`config.mk`:
```
export PLATFORM = sky130hd
export DESIGN_NAME = keypad_seg_io
export DESIGN_NICKNAME = d
export VERILOG_FILES = /design/src/rtl/keypad_seg_io_pkg.sv /design/src/rtl/keypad_seg_io_keypad_scan.sv /design/src/rtl/keypad_seg_io.sv
export SDC_FILE = /design/constraint.sdc
export NUM_CORES = 1
export LEC_CHECK = 0
export BUFFER_PORTS_ARGS = -buffer_cell sky130_fd_sc_hd__buf_2
export CAP_MARGIN = 20
export CORE_MARGIN = 8
export CORE_UTILIZATION = 56
export DETAILED_ROUTE_END_ITERATION = 8
export GPL_ROUTABILITY_DRIVEN = 0
export GPL_TIMING_DRIVEN = 0
export PLACE_DENSITY = 0.83
export SLEW_MARGIN = 10
export SYNTH_ARGS = -nofsm -noshare
export SYNTH_HDL_FRONTEND = slang
export SYNTH_SLANG_ARGS = --single-unit
export TNS_END_PERCENT = 10
```
`constraint.sdc`:
```
create_clock -name clk -period 3.3 [get_ports clk]
set_input_delay 0.33 -clock clk [delete_from_list [all_inputs] [get_ports clk]]
set_output_delay 0.33 -clock clk [all_outputs]
set_load 0.05 [all_outputs]
```
`src/rtl/keypad_seg_io_pkg.sv`:
```
// Shared constants for the keypad / seven-segment board I/O block:
// geometry, segment patterns and the keypad code map.
package keypad_seg_io_pkg;

    localparam int NUM_ROWS   = 4;
    localparam int NUM_COLS   = 4;
    localparam int NUM_DIGITS = 6;

    // Active-low {dp,g,f,e,d,c,b,a} patterns for hex digits 0..F
    localparam logic [7:0] SEG_TABLE [0:15] = '{
        8'hC0, 8'hF9, 8'hA4, 8'hB0, 8'h99, 8'h92, 8'h82, 8'hF8,
        8'h80, 8'h90, 8'h88, 8'h83, 8'hC6, 8'hA1, 8'h86, 8'h8E
    };

    // Key legend of the 4x4 pad: '*' reports E, '#' reports F
    function automatic logic [3:0] key_code(input logic [1:0] r, input logic [1:0] c);
        logic [3:0] code;
        case ({r, c})
            4'b00_00: code = 4'h1;
            4'b00_01: code = 4'h2;
            4'b00_10: code = 4'h3;
            4'b00_11: code = 4'hA;
            4'b01_00: code = 4'h4;
            4'b01_01: code = 4'h5;
            4'b01_10: code = 4'h6;
            4'b01_11: code = 4'hB;
            4'b10_00: code = 4'h7;
            4'b10_01: code = 4'h8;
            4'b10_10: code = 4'h9;
            4'b10_11: code = 4'hC;
            4'b11_00: code = 4'hE;
            4'b11_01: code = 4'h0;
            4'b11_10: code = 4'hF;
            4'b11_11: code = 4'hD;
            default:  code = 4'h0;
        endcase
        return code;
    endfunction

endpackage

```
`src/rtl/keypad_seg_io_keypad_scan.sv`:
```
// Keypad column scanner: row synchroniser, per-column dwell counter and a
// two-consecutive-scan debounce that yields the registered key code.
module keypad_scan
    import keypad_seg_io_pkg::*;
#(
    parameter int KP_DIV = 50000
) (
    input  logic                clk,
    input  logic                rst,
    input  logic [NUM_ROWS-1:0] row,
    output logic [NUM_COLS-1:0] col,
    output logic [3:0]          key_val,
    output logic                key_pressed
);

    localparam int KP_W = (KP_DIV > 1) ? $clog2(KP_DIV) : 1;
    localparam logic [KP_W-1:0] KP_LAST = KP_W'(KP_DIV - 1);

    logic [NUM_ROWS-1:0] sync1_r;
    logic [NUM_ROWS-1:0] rs_r;
    logic [KP_W-1:0]     kp_cnt_r;
    logic [1:0]          col_idx_r;
    logic [NUM_COLS-1:0] col_r;
    logic                cand_valid_r;
    logic [3:0]          cand_code_r;
    logic                prev_valid_r;
    logic [3:0]          prev_code_r;
    logic [3:0]          key_val_r;
    logic                key_pressed_r;

    logic                sample_s;
    logic                hit_s;
    logic [1:0]          row_sel_s;
    logic                scan_valid_s;
    logic [3:0]          scan_code_s;

    // Two-flop synchroniser on the pulled-up row lines
    always_ff @(posedge clk) begin
        if (!rst) begin
            sync1_r <= 4'hF;
            rs_r    <= 4'hF;
        end else begin
            sync1_r <= row;
            rs_r    <= sync1_r;
        end
    end

    // Dwell counter and one-hot-low column rotation
    always_ff @(posedge clk) begin
        if (!rst) begin
            kp_cnt_r  <= '0;
            col_idx_r <= 2'd0;
            col_r     <= 4'b1110;
        end else if (kp_cnt_r == KP_LAST) begin
            kp_cnt_r  <= '0;
            col_idx_r <= col_idx_r + 2'd1;
            col_r     <= {col_r[2:0], col_r[3]};
        end else begin
            kp_cnt_r  <= kp_cnt_r + KP_W'(1);
        end
    end

    // This scan's candidate including the current sample; first hit in scan order wins
    always_comb begin
        sample_s     = (kp_cnt_r == KP_LAST);
        hit_s        = (rs_r != 4'hF);
        row_sel_s    = 2'd3;
        scan_valid_s = cand_valid_r;
        scan_code_s  = cand_code_r;
        if (!rs_r[0]) begin
            row_sel_s = 2'd0;
        end else if (!rs_r[1]) begin
            row_sel_s = 2'd1;
        end else if (!rs_r[2]) begin
            row_sel_s = 2'd2;
        end else begin
            row_sel_s = 2'd3;
        end
        if (!cand_valid_r && hit_s) begin
            scan_valid_s = 1'b1;
            scan_code_s  = key_code(row_sel_s, col_idx_r);
        end else begin
            scan_valid_s = cand_valid_r;
            scan_code_s  = cand_code_r;
        end
    end

    // Debounce: a key registers only when two consecutive full scans agree
    always_ff @(posedge clk) begin
        if (!rst) begin
            cand_valid_r  <= 1'b0;
            cand_code_r   <= 4'h0;
            prev_valid_r  <= 1'b0;
            prev_code_r   <= 4'h0;
            key_val_r     <= 4'h0;
            key_pressed_r <= 1'b0;
        end else if (sample_s && (col_idx_r == 2'd3)) begin
            if (scan_valid_s && prev_valid_r && (prev_code_r == scan_code_s)) begin
                key_val_r     <= scan_code_s;
                key_pressed_r <= 1'b1;
            end else if (!scan_valid_s) begin
                key_pressed_r <= 1'b0;
            end else begin
                key_pressed_r <= key_pressed_r;
            end
            prev_valid_r <= scan_valid_s;
            prev_code_r  <= scan_valid_s ? scan_code_s : 4'h0;
            cand_valid_r <= 1'b0;
            cand_code_r  <= 4'h0;
        end else if (sample_s) begin
            cand_valid_r <= scan_valid_s;
            cand_code_r  <= scan_code_s;
        end else begin
            cand_valid_r <= cand_valid_r;
            cand_code_r  <= cand_code_r;
        end
    end

    assign col         = col_r;
    assign key_val     = key_val_r;
    assign key_pressed = key_pressed_r;

endmodule

```
`src/rtl/keypad_seg_io.sv`:
```
// Board I/O front end: 4x4 keypad scanner plus a six-digit multiplexed
// common-anode seven-segment display driver.
module keypad_seg_io
    import keypad_seg_io_pkg::*;
#(
    parameter int KP_DIV  = 50000,
    parameter int SEG_DIV = 50000
) (
    input  logic                    clk,
    input  logic                    rst,
    input  logic [NUM_ROWS-1:0]     row,
    output logic [NUM_COLS-1:0]     col,
    output logic [3:0]              key_val,
    output logic                    key_pressed,
    input  logic [NUM_DIGITS-1:0]   enables,
    input  logic [4*NUM_DIGITS-1:0] data,
    output logic [7:0]              seven_segs_point,
    output logic [NUM_DIGITS-1:0]   show_one
);

    localparam int SEG_W = (SEG_DIV > 1) ? $clog2(SEG_DIV) : 1;
    localparam logic [SEG_W-1:0] SEG_LAST = SEG_W'(SEG_DIV - 1);

    logic [SEG_W-1:0]        seg_cnt_r;
    logic [2:0]              dig_idx_r;
    logic [3:0]              nib_s;
    logic [7:0]              segs_s;
    logic [NUM_DIGITS-1:0]   show_s;

    keypad_scan #(
        .KP_DIV(KP_DIV)
    ) u_keypad_scan (
        .clk        (clk),
        .rst        (rst),
        .row        (row),
        .col        (col),
        .key_val    (key_val),
        .key_pressed(key_pressed)
    );

    // Digit refresh counter; dig_idx walks 0..5 and wraps
    always_ff @(posedge clk) begin
        if (!rst) begin
            seg_cnt_r <= '0;
            dig_idx_r <= 3'd0;
        end else if (seg_cnt_r == SEG_LAST) begin
            seg_cnt_r <= '0;
            dig_idx_r <= (dig_idx_r == 3'd5) ? 3'd0 : dig_idx_r + 3'd1;
        end else begin
            seg_cnt_r <= seg_cnt_r + SEG_W'(1);
        end
    end

    // Current digit drive; a disabled digit is fully blanked, dp always off
    always_comb begin
        nib_s  = data[{dig_idx_r, 2'b00} +: 4];
        show_s = 6'h3F;
        segs_s = 8'hFF;
        if (enables[dig_idx_r]) begin
            show_s = ~(6'b000001 << dig_idx_r);
            segs_s = SEG_TABLE[nib_s] | 8'h80;
        end else begin
            show_s = 6'h3F;
            segs_s = 8'hFF;
        end
    end

    assign show_one         = show_s;
    assign seven_segs_point = segs_s;

endmodule

```
==> results.cfg <==
[status]
run_status = finished, final reports clean

[cells_and_area]
multi_input_area_um2 = 2085
syn_to_final_growth_pct = 15.76
drive_gt1_share_pct = 20.79
diodes = 0
stdcell_area_um2 = 4099
nFillCells = 519
fin_util_pct = 65.68
seq_area_um2 = 1281
nets = 525

[routing]
viasPerCell = 5.651
routedWlPerCell_um = 14.61
vias = 3153
drt_wl_total_um = 8154
drc = 0
drtIter0Drc = 172
drt-pass1-iter-count = 4
ant_nets = 0

[timing]
setup_viol = 0
slew_headroom_pct = 64.30
final.setup_skew_ps = 7.412
fin_setup_tns_ps = 0
fin_crit_ps = 3178
max_freq_mhz = 314.6
fin_crit_sh_pct = 96.31
finalHoldViolations = 0
hold_ws_ps = 164.6
rsz0062_at_grt = false
tightest_slew_ps = 535.5
worst_slack_ps = 121.6
final_max_slew_viol_count = 0

[place]
post-place-ws_ps = 274.3
port_buffers = 57
hpwlAfterDp_um = 6170
dpl_cell_area_um2 = 3923

[worst_setup_path]
critPathMaxStageDelay_ps = 520
cp-end-kind = primary output
critPathLaunchType = flip-flop
r2r_slack_ps = 1180
cp.required_ps = 2970
rr_endpoint = u_keypad_scan.key_val[0]
path_delay_family = multiplexers
crit_buf_inv = 4
ff2ff_path_depth = 8
reg2reg_from = u_keypad_scan.col_idx_r[0]
cp_max_fo = 14
crit_path_start = dig_idx_r[0]
worstPathCellList = buf_6 > mux4_2 > a22o_1 > inv_2 > ha_1 > inv_1 > mux4_1 > or2_1 > buf_2
cp_num_cells = 9
arrival_ps = 2850
cp_slowest_cell = mux4_2
crit_end = seven_segs_point[3]
crit_type = flip-flop to primary output

[floorplan]
die-area_um2 = 9123
die_w_um = 95.52
core_um2 = 6241
die_h_um = 95.52
io_pins = 59
row_count = 29
initial_utilization_pct = 56.74

[synthesis]
synth_edf_count = 0
synthesis.area_um2 = 3541
netlist.top_cell.by_area = dfxtp_1
syn_inst = 409
synth-seq-area-share_pct = 36.18
synth_flop_cell = dfxtp_1
syn_nets = 458
synth_top_area_share_pct = 36.18
synthArstFlopShare_pct = 0
synth-seq-cells = 64
post_synth_num_cell_types = 58
avgSynthCellArea_um2 = 8.657
synth_area_leaders = dfxtp_1, nor2_1, ha_1, xor2_1, xnor2_1
yosys_warnings = 0

[pwr]
p_per_area_nw_per_um2 = 394.2
p_leak_uw = 0.001653
ir_drop_uv = 242.4

[cts]
cts_hold_buf = 0
cts_made_buffers = 9
cts.clk_slew.worst_paths_ps = 70
cts-root-buf = clkbuf_8
cts_buffer_depth = 2
clk-insertion-delay-late_ps = 340
clock_sink_count = 64
cts-htree-levels = 3
tritoncts = yes

[grt]
antenna_found_initial = 0
track_usage_pct = 18.38
grt_overflow_total = 0
grt_max_degree = 15
grt_pass1_wl_um = 13370
grt_pass1_vias = 2997

[flow_run]
cap_viol_max_count = 0

[min_path]
min_path_type = input pin to flip-flop
-- flip-flops by register name, indices dropped and copies added (netlist names), 2 cells and up --
| name | flops |
|---|---|
| dig_idx_r | 3 |
| seg_cnt_r | 16 |
| u_keypad_scan.cand_code_r | 4 |
| u_keypad_scan.col | 4 |
| u_keypad_scan.col_idx_r | 2 |
| u_keypad_scan.key_val | 4 |
| u_keypad_scan.kp_cnt_r | 16 |
| u_keypad_scan.prev_code_r | 4 |
| u_keypad_scan.rs_r | 4 |
| u_keypad_scan.sync1_r | 4 |
-- routing by layer --
metal  wire length (um)  global-route usage [%]  vias up  share of wire [%]
li1                   -                       -     1589                  -
met1               3393                   21.69     1474                 42
met2               4187                   31.65       73                 51
met3                424                   4.488       17                5.2
met4                149                   6.658        0                1.8
met5                  0                       0        -                  0
-- Yosys cell counts (3+ instances only) --
master,instances
dfxtp_1,64
nor2_1,53
nand2_1,28
nand3_1,21
a21oi_1,19
o21ai_0,19
nand2b_1,17
inv_1,15
xor2_1,14
ha_1,13
xnor2_1,13
and3_1,11
nand4_1,11
mux2i_1,9
or3_1,9
a22oi_1,7
buf_2,6
clkbuf_1,6
nor3_1,6
o221ai_1,6
nor4b_1,5
a22o_1,4
buf_4,4
nor3b_1,4
buf_6,3
mux4_2,3
-- where the power goes --
group          leakage, uW  internal, uW  switching (uW)
sequential        0.000519           783            7.38
combinational      0.00104          74.4             119
clock            0.0000941           346             286
total              0.00165          1200             413
-- worst min path at each step --
stage	startpoint	slack [ps]	endpoint	depth (start not counted)
global route	row[0]	150	u_keypad_scan.sync1_r[0]	2
global placement	u_keypad_scan.sync1_r[0]	390	u_keypad_scan.rs_r[0]	1
CTS	row[3]	150	u_keypad_scan.sync1_r[3]	2
floorplan	u_keypad_scan.sync1_r[0]	390	u_keypad_scan.rs_r[0]	1
finish	row[3]	160	u_keypad_scan.sync1_r[3]	2
detailed placement	u_keypad_scan.sync1_r[1]	400	u_keypad_scan.rs_r[1]	1
-- stage by stage --
stage | total power [uW] | cells
after floorplan | 943.7 | 409
after global placement | 993.7 | 543
after detailed placement | 1000 | 543
after CTS | 1633 | 558
after global routing | 1682 | 558
final | 1616 | 558
-- area by class of cell --
class | instances | share of cell area [%]
buffer | 18 | 2.717
clock buffer | 12 | 3.297
clock inverter | 4 | 1.099
inverter | 16 | 1.465
multi-input combinational | 310 | 50.85
sequential | 64 | 31.26
tap | 77 | 2.350
timing repair buffer | 57 | 6.960
-- cells by family (layout without fill, tap and decap cells) --
logic type / count (synthesis) / after routing / synth area share [%]
buffers and inverters: 35 / 107 / 4.982
adders and majority gates: 13 / 13 / 4.594
AOI/OAI and AO/OA: 75 / 75 / 14.52
other: 1 / 1 / 0.1059
and+or+nand+nor: 177 / 177 / 25.94
muxes: 17 / 17 / 6.996
xor gates and xnor gates: 27 / 27 / 6.679
DFF: 64 / 64 / 36.18
-- layout by cell type (no fill, tap or decap), drive strengths merged, types with 15 or more instances in the layout --
cell type,Yosys,routed
nand2b,17,17
a21oi,19,19
nand2,28,28
nand3,21,21
o21ai,21,21
dfxtp,64,64
inv,15,15
clkbuf,6,18
buf,13,69
nor2,53,53
-- what timing repair did --
item	CTS	global route
endpoints found under the setup margin	1	1
pin swaps	0	0
setup buffers	0	0
gates resized for setup	0	2
Power figures use the tool's default switching activity.
